[src/rtl/l1ci_ctrl_if.sv]
// l1ci_ctrl_if: AXI4 read address/data channels between the
// I-cache controller (master) and the CPU wrapper port (slave).
interface l1ci_ctrl_if;
    logic [31:0] araddr;
    logic [3:0]  arlen;
    logic [1:0]  arburst;
    logic        arvalid;
    logic        arready;
    logic [31:0] rdata;
    logic [1:0]  rresp;
    logic        rlast;
    logic        rvalid;
    logic        rready;

    modport master (
        output araddr, arlen, arburst, arvalid, rready,
        input  arready, rdata, rresp, rlast, rvalid
    );

    modport slave (
        input  araddr, arlen, arburst, arvalid, rready,
        output arready, rdata, rresp, rlast, rvalid
    );
endinterface

[src/rtl/l1ci_ctrl.sv]
// l1ci_ctrl: L1 I-cache control FSM between the fetch port,
// the L1C_inst tag/data arrays and an AXI4 read-burst master.
module l1ci_ctrl #(
    parameter int LINE_WORDS = 4
) (
    input  logic        clk,
    input  logic        rst,
    input  logic        core_req,
    input  logic [31:0] core_addr,
    output logic [31:0] core_out,
    output logic        core_wait,
    output logic [31:0] RW_addr_C,
    output logic [31:0] write_data_C,
    output logic        WEB_C,
    output logic        read_req_hit,
    output logic        read_req_miss_last,
    input  logic        hit,
    input  logic [31:0] read_data_C,
    l1ci_ctrl_if.master axi
);
    typedef enum logic [2:0] {
        IDLE,
        CHK,
        AR,
        R,
        FIN
    } state_t;

    state_t      state;
    logic [31:0] addr_reg;
    logic [1:0]  beat_cnt;
    logic [31:0] word_reg;
    logic        rresp_unused;

    // Response code is deliberately ignored: every beat is written.
    assign rresp_unused = ^axi.rresp;

    assign axi.arlen   = 4'(LINE_WORDS - 1);
    assign axi.arburst = 2'b01;
    assign axi.araddr  = {addr_reg[31:4], 4'b0000};

    always_ff @(posedge clk or negedge rst) begin
        if (!rst) begin
            state    <= IDLE;
            addr_reg <= '0;
            beat_cnt <= '0;
            word_reg <= '0;
        end else begin
            unique case (state)
                IDLE: begin
                    if (core_req) begin
                        addr_reg <= core_addr;
                        state    <= CHK;
                    end
                end
                CHK: state <= hit ? IDLE : AR;
                AR: begin
                    if (axi.arready) begin
                        beat_cnt <= '0;
                        state    <= R;
                    end
                end
                R: begin
                    if (axi.rvalid) begin
                        beat_cnt <= beat_cnt + 2'd1;
                        if (beat_cnt == addr_reg[3:2])
                            word_reg <= axi.rdata;
                        // Only rlast ends the burst.
                        if (axi.rlast)
                            state <= FIN;
                    end
                end
                FIN: state <= IDLE;
                default: state <= IDLE;
            endcase
        end
    end

    always_comb begin
        core_out           = '0;
        core_wait          = 1'b0;
        RW_addr_C          = addr_reg;
        write_data_C       = '0;
        WEB_C              = 1'b1;
        read_req_hit       = 1'b0;
        read_req_miss_last = 1'b0;
        axi.arvalid        = 1'b0;
        axi.rready         = 1'b0;
        unique case (state)
            IDLE: begin
                core_wait = core_req;
                RW_addr_C = core_addr;
            end
            CHK: begin
                if (hit) begin
                    core_out     = read_data_C;
                    read_req_hit = 1'b1;
                end else begin
                    core_wait = 1'b1;
                end
            end
            AR: begin
                core_wait   = 1'b1;
                axi.arvalid = 1'b1;
            end
            R: begin
                core_wait    = 1'b1;
                axi.rready   = 1'b1;
                RW_addr_C    = {addr_reg[31:4], beat_cnt, 2'b00};
                write_data_C = axi.rdata;
                WEB_C        = ~axi.rvalid;
            end
            FIN: begin
                // Pulse after the final write keeps the whole line in one way.
                read_req_miss_last = 1'b1;
                core_out           = word_reg;
            end
            default: ;
        endcase
    end
endmodule

[src/flat_wrapper.sv]
// flat-port wrapper written by rule: the top's interface ports become plain ports
module l1ci_ctrl_flat 
#(
    parameter int LINE_WORDS = 4
)
  (clk, rst, core_req, core_addr, core_out, core_wait, RW_addr_C, write_data_C, WEB_C, read_req_hit, read_req_miss_last, hit, read_data_C, axi_araddr, axi_arlen, axi_arburst, axi_arvalid, axi_rready, axi_arready, axi_rdata, axi_rresp, axi_rlast, axi_rvalid);
  l1ci_ctrl_if axi_i ();
  input  logic clk;
  input  logic rst;
  input  logic core_req;
  input  logic [31:0] core_addr;
  output logic [31:0] core_out;
  output logic core_wait;
  output logic [31:0] RW_addr_C;
  output logic [31:0] write_data_C;
  output logic WEB_C;
  output logic read_req_hit;
  output logic read_req_miss_last;
  input  logic hit;
  input  logic [31:0] read_data_C;
  output wire logic [$bits(axi_i.araddr)-1:0] axi_araddr;
  output wire logic [$bits(axi_i.arlen)-1:0] axi_arlen;
  output wire logic [$bits(axi_i.arburst)-1:0] axi_arburst;
  output wire logic [$bits(axi_i.arvalid)-1:0] axi_arvalid;
  output wire logic [$bits(axi_i.rready)-1:0] axi_rready;
  input wire logic [$bits(axi_i.arready)-1:0] axi_arready;
  input wire logic [$bits(axi_i.rdata)-1:0] axi_rdata;
  input wire logic [$bits(axi_i.rresp)-1:0] axi_rresp;
  input wire logic [$bits(axi_i.rlast)-1:0] axi_rlast;
  input wire logic [$bits(axi_i.rvalid)-1:0] axi_rvalid;
  assign axi_araddr = axi_i.araddr;
  assign axi_arlen = axi_i.arlen;
  assign axi_arburst = axi_i.arburst;
  assign axi_arvalid = axi_i.arvalid;
  assign axi_rready = axi_i.rready;
  assign axi_i.arready = axi_arready;
  assign axi_i.rdata = axi_rdata;
  assign axi_i.rresp = axi_rresp;
  assign axi_i.rlast = axi_rlast;
  assign axi_i.rvalid = axi_rvalid;
  l1ci_ctrl #(.LINE_WORDS(LINE_WORDS)) u_core (.clk(clk), .rst(rst), .core_req(core_req), .core_addr(core_addr), .core_out(core_out), .core_wait(core_wait), .RW_addr_C(RW_addr_C), .write_data_C(write_data_C), .WEB_C(WEB_C), .read_req_hit(read_req_hit), .read_req_miss_last(read_req_miss_last), .hit(hit), .read_data_C(read_data_C), .axi(axi_i));
endmodule
[config.mk]
export PLATFORM = sky130hd
export DESIGN_NAME = l1ci_ctrl_flat
export DESIGN_NICKNAME = d
export VERILOG_FILES = /design/src/rtl/l1ci_ctrl_if.sv /design/src/rtl/l1ci_ctrl.sv /design/src/flat_wrapper.sv
export SDC_FILE = /design/constraint.sdc
export NUM_CORES = 1
export LEC_CHECK = 0
export ABC_CLOCK_PERIOD_IN_PS = 3400
export CELL_PAD_IN_SITES_DETAIL_PLACEMENT = 0
export CELL_PAD_IN_SITES_GLOBAL_PLACEMENT = 1
export CORE_MARGIN = 3
export CORE_UTILIZATION = 30
export CTS_CLUSTER_SIZE = 10
export DETAILED_ROUTE_END_ITERATION = 7
export GPL_TIMING_DRIVEN = 0
export PLACE_DENSITY = 0.95
export SLEW_MARGIN = 25
export SYNTH_ARGS = -nofsm -noshare
export SYNTH_HDL_FRONTEND = slang
export SYNTH_SLANG_ARGS = --single-unit
[constraint.sdc]
create_clock -name clk -period 3.4 [get_ports clk]
set_clock_uncertainty 0.1 [all_clocks]
set_input_delay 0.68 -clock clk [delete_from_list [all_inputs] [get_ports clk]]
set_output_delay 0.68 -clock clk [all_outputs]
set_load 0.005 [all_outputs]
==> metrics <==
status=complete, no violations; vias after detailed routing=3461; crit end category=output port; placed cell count=741; routability congestion estimate=0.805; Worst Path Required=2.62 ns; post-route DRC violation count=0; cts hold-fix bufs=0; Setup-failing EPs final=0; hold slack=0.213 ns; sequential fraction of the synthesis area=42.5%; Sw Share=29.2%; final HPWL from detailed placement=10000 um; Max VDD drop=0.000242 V; post-synthesis register bit count=69; wirelength, routed=12400 um; Vias/cell=4.58; global-route wire length before repair=18700 um; HP Class=in2async; Psw=1.64 mW; Final nets=686; Pint=3.98 mW; crit path kind=in2out; GRT Overall Usage=15.9%; initial antenna violation count=0; Cells after Synth=328; Area growth syn-to-layout=71.2%; RR Startpoint=u_core.state[1]$_DFFE_PN0P_; Logic pwr share=57.8%; ant diodes=0; IO Count=245; ratio of cells with drive above 1 in the final layout=28.4%; Core ar.=0.0129 sq mm; largest net degree at the start of global routing=36; CP max FO=10; Fmax=303 MHz; CTS buffer count=9; CTS tree=built; 1st-pass router iterations=4; total gr overflow=0; FF-to-FF setup slack=1.45 ns; fin crit share=97.2%; Hold Vio Cnt, Final=0; I/O Buffers=232; Worst Path Arrival=2.53 ns; Synth top area share=42.5%; synthesized area=0.00406 sq mm; Initial DRC Count=73; Post-DRT Antenna Nets=0; Final Cell Area=0.00695 sq mm; clock tree root buffer cell=clkbuf_16; sequential power share=27.3%; Avg WL per Cell=16.4 um; Synth area leader=dfrtp_1; Die Area=0.0150 sq mm; Post-Layout Cell Count=756; Starting Density=31.4%; worst-skew pair later-pin latency=0.32 ns; unrepaired setup endpoints after global routing=no; RR Endpoint=u_core.addr_reg[5]$_DFFE_PN0P_; Clock Power Share=15.0%; leak pwr=2.94 nW; Fillers=1120; Max clock buf depth=2; clock tree sinks=69; Worst setup SP type=input port; Synth Warn #=0; chip height=122 um; crit path time final=3.31 ns; Slew Viols, Final=0; Max-cap violations=0; vias in the first global route=3665; Power Density=808 mW/mm^2; Site Rows=41; R2R cell count=4; largest cells by area after synthesis=dfrtp_1, mux2_2, mux2_4; Clock transition at path regs=0.05 ns; Cell Area, Placed=0.00665 sq mm; Total Power=5.61 mW; Mean Syn Cell Area=12.4 sq um; H-Tree Depth=3; Netlist cell types=30; chip width=122 um
[layout by cell type (no fill, tap or decap), types with 3 or more instances in the layout]
| cell type | instances |
|---|---|
| buf_4 | 40 |
| o21ai_0 | 3 |
| clkbuf_2 | 3 |
| nor2_1 | 6 |
| dfrtp_1 | 69 |
| mux2_2 | 59 |
| a22o_1 | 36 |
| buf_6 | 4 |
| clkbuf_16 | 9 |
| and2_1 | 32 |
| mux2_4 | 30 |
| clkdlybuf4s50_1 | 231 |
| nand2_1 | 4 |
| buf_2 | 10 |
| conb_1 | 10 |
| mux2_1 | 3 |
| clkbuf_1 | 5 |
[routing by layer]
metal / up-vias / GRT usage [%] / part of all wire [%]
li1: 1628 / - / -
met1: 1632 / 18.2 / 39
met2: 182 / 27.8 / 49
met3: 19 / 5.16 / 10
met4: 0 / 5.81 / 1.6
met5: - / 0 / 0
[power by group through the flow]
| stage | logic [mW] | registers [mW] | clock network [mW] |
|---|---|---|---|
| 2_1_floorplan | 1.66 | 1.43 | 0 |
| 3_3_place_gp | 3.20 | 1.51 | 0 |
| 3_5_place_dp | 3.26 | 1.53 | 0 |
| 4_1_cts | 3.28 | 1.53 | 0.865 |
| 5_1_grt | 3.49 | 1.58 | 0.899 |
| 6_report | 3.24 | 1.53 | 0.840 |
[layout make-up]
| class | count | area, sq um | share of cell area (%) |
|---|---|---|---|
| Multi-Input combinational cell | 206 | 1960 | 28.2 |
| Sequential cell | 69 | 1730 | 24.8 |
| Clock buffer | 12 | 256 | 3.69 |
| Clock inverter | 2 | 10.0 | 0.144 |
| Tap cell | 172 | 215 | 3.10 |
| Buffer | 61 | 425 | 6.12 |
| Timing Repair Buffer | 234 | 2360 | 34.0 |
[per-stage QoR]
step | worst slack (ns) | utilization (%) | TNS, ns
final | 0.0950 | 53.8 | 0
after global routing | 0.00134 | 53.8 | 0
after CTS | 0.00334 | 53.5 | 0
after detailed placement | -0.189 | 51.4 | -2.56
after global placement | -0.804 | 51.3 | -58.39
after floorplan | 1.19 | - | 0
[worst max-delay path, stage by stage]
cell,delay (ns)
clkdlybuf4s50_1,0.49
nand2_1,0.10
nor3_4,0.23
buf_12,0.14
clkbuf_2,0.21
a22o_1,0.17
clkdlybuf4s50_1,0.50
[logic make-up (layout without fill, tap and decap cells)]
group / count (synthesis) / count (layout) / synth area share [%]
other cells: 2 / 10 / 0.185
buf+inv: 61 / 309 / 10.3
mux: 92 / 92 / 28.3
flops: 69 / 69 / 42.5
simple gates: 57 / 57 / 8.91
compound gates: 45 / 45 / 9.34
xor+xnor: 2 / 2 / 0.432
[synth_stat cells]
master     n
nor2_1     6
conb_1     2
and3b_1    1
mux2_1     3
a22o_1    36
nand2_1    4
nor3b_1    1
o21ai_0    3
buf_2     11
a21o_1     2
mux2_4    30
mux2_2    59
and4_1     1
clkbuf_1   7
nor4b_1    1
nand2b_1   2
buf_4     39
xnor2_1    2
nor2b_1    2
o21a_1     1
nor3_2     3
a311o_1    1
o22a_1     1
dfrtp_1   69
a211oi_1   1
nor4bb_1   1
and3_1     2
buf_6      4
and2_1    32
nor3b_2    1
[repair_timing]
| action | CTS | global route |
|---|---|---|
| setup endpoints to repair | 41 | 17 |
| buffers inserted | 0 | 1 |
| gates resized for setup | 4 | 2 |
| pin swaps | 0 | 1 |
[worst max-delay path by stage]
| stage | depth (start not counted) | from | to |
|---|---|---|---|
| floorplan | 4 | hit | core_out[12] |
| global placement | 1 | rst | u_core.word_reg[17]$_DFFE_PN0P_ |
| detailed placement | 6 | hit | core_out[16] |
| CTS | 5 | u_core.state[1]$_DFFE_PN0P_ | core_out[16] |
| global route | 6 | u_core.state[2]$_DFFE_PN0P_ | write_data_C[20] |
| finish | 7 | hit | core_out[16] |
Power figures use the tool's default switching activity.
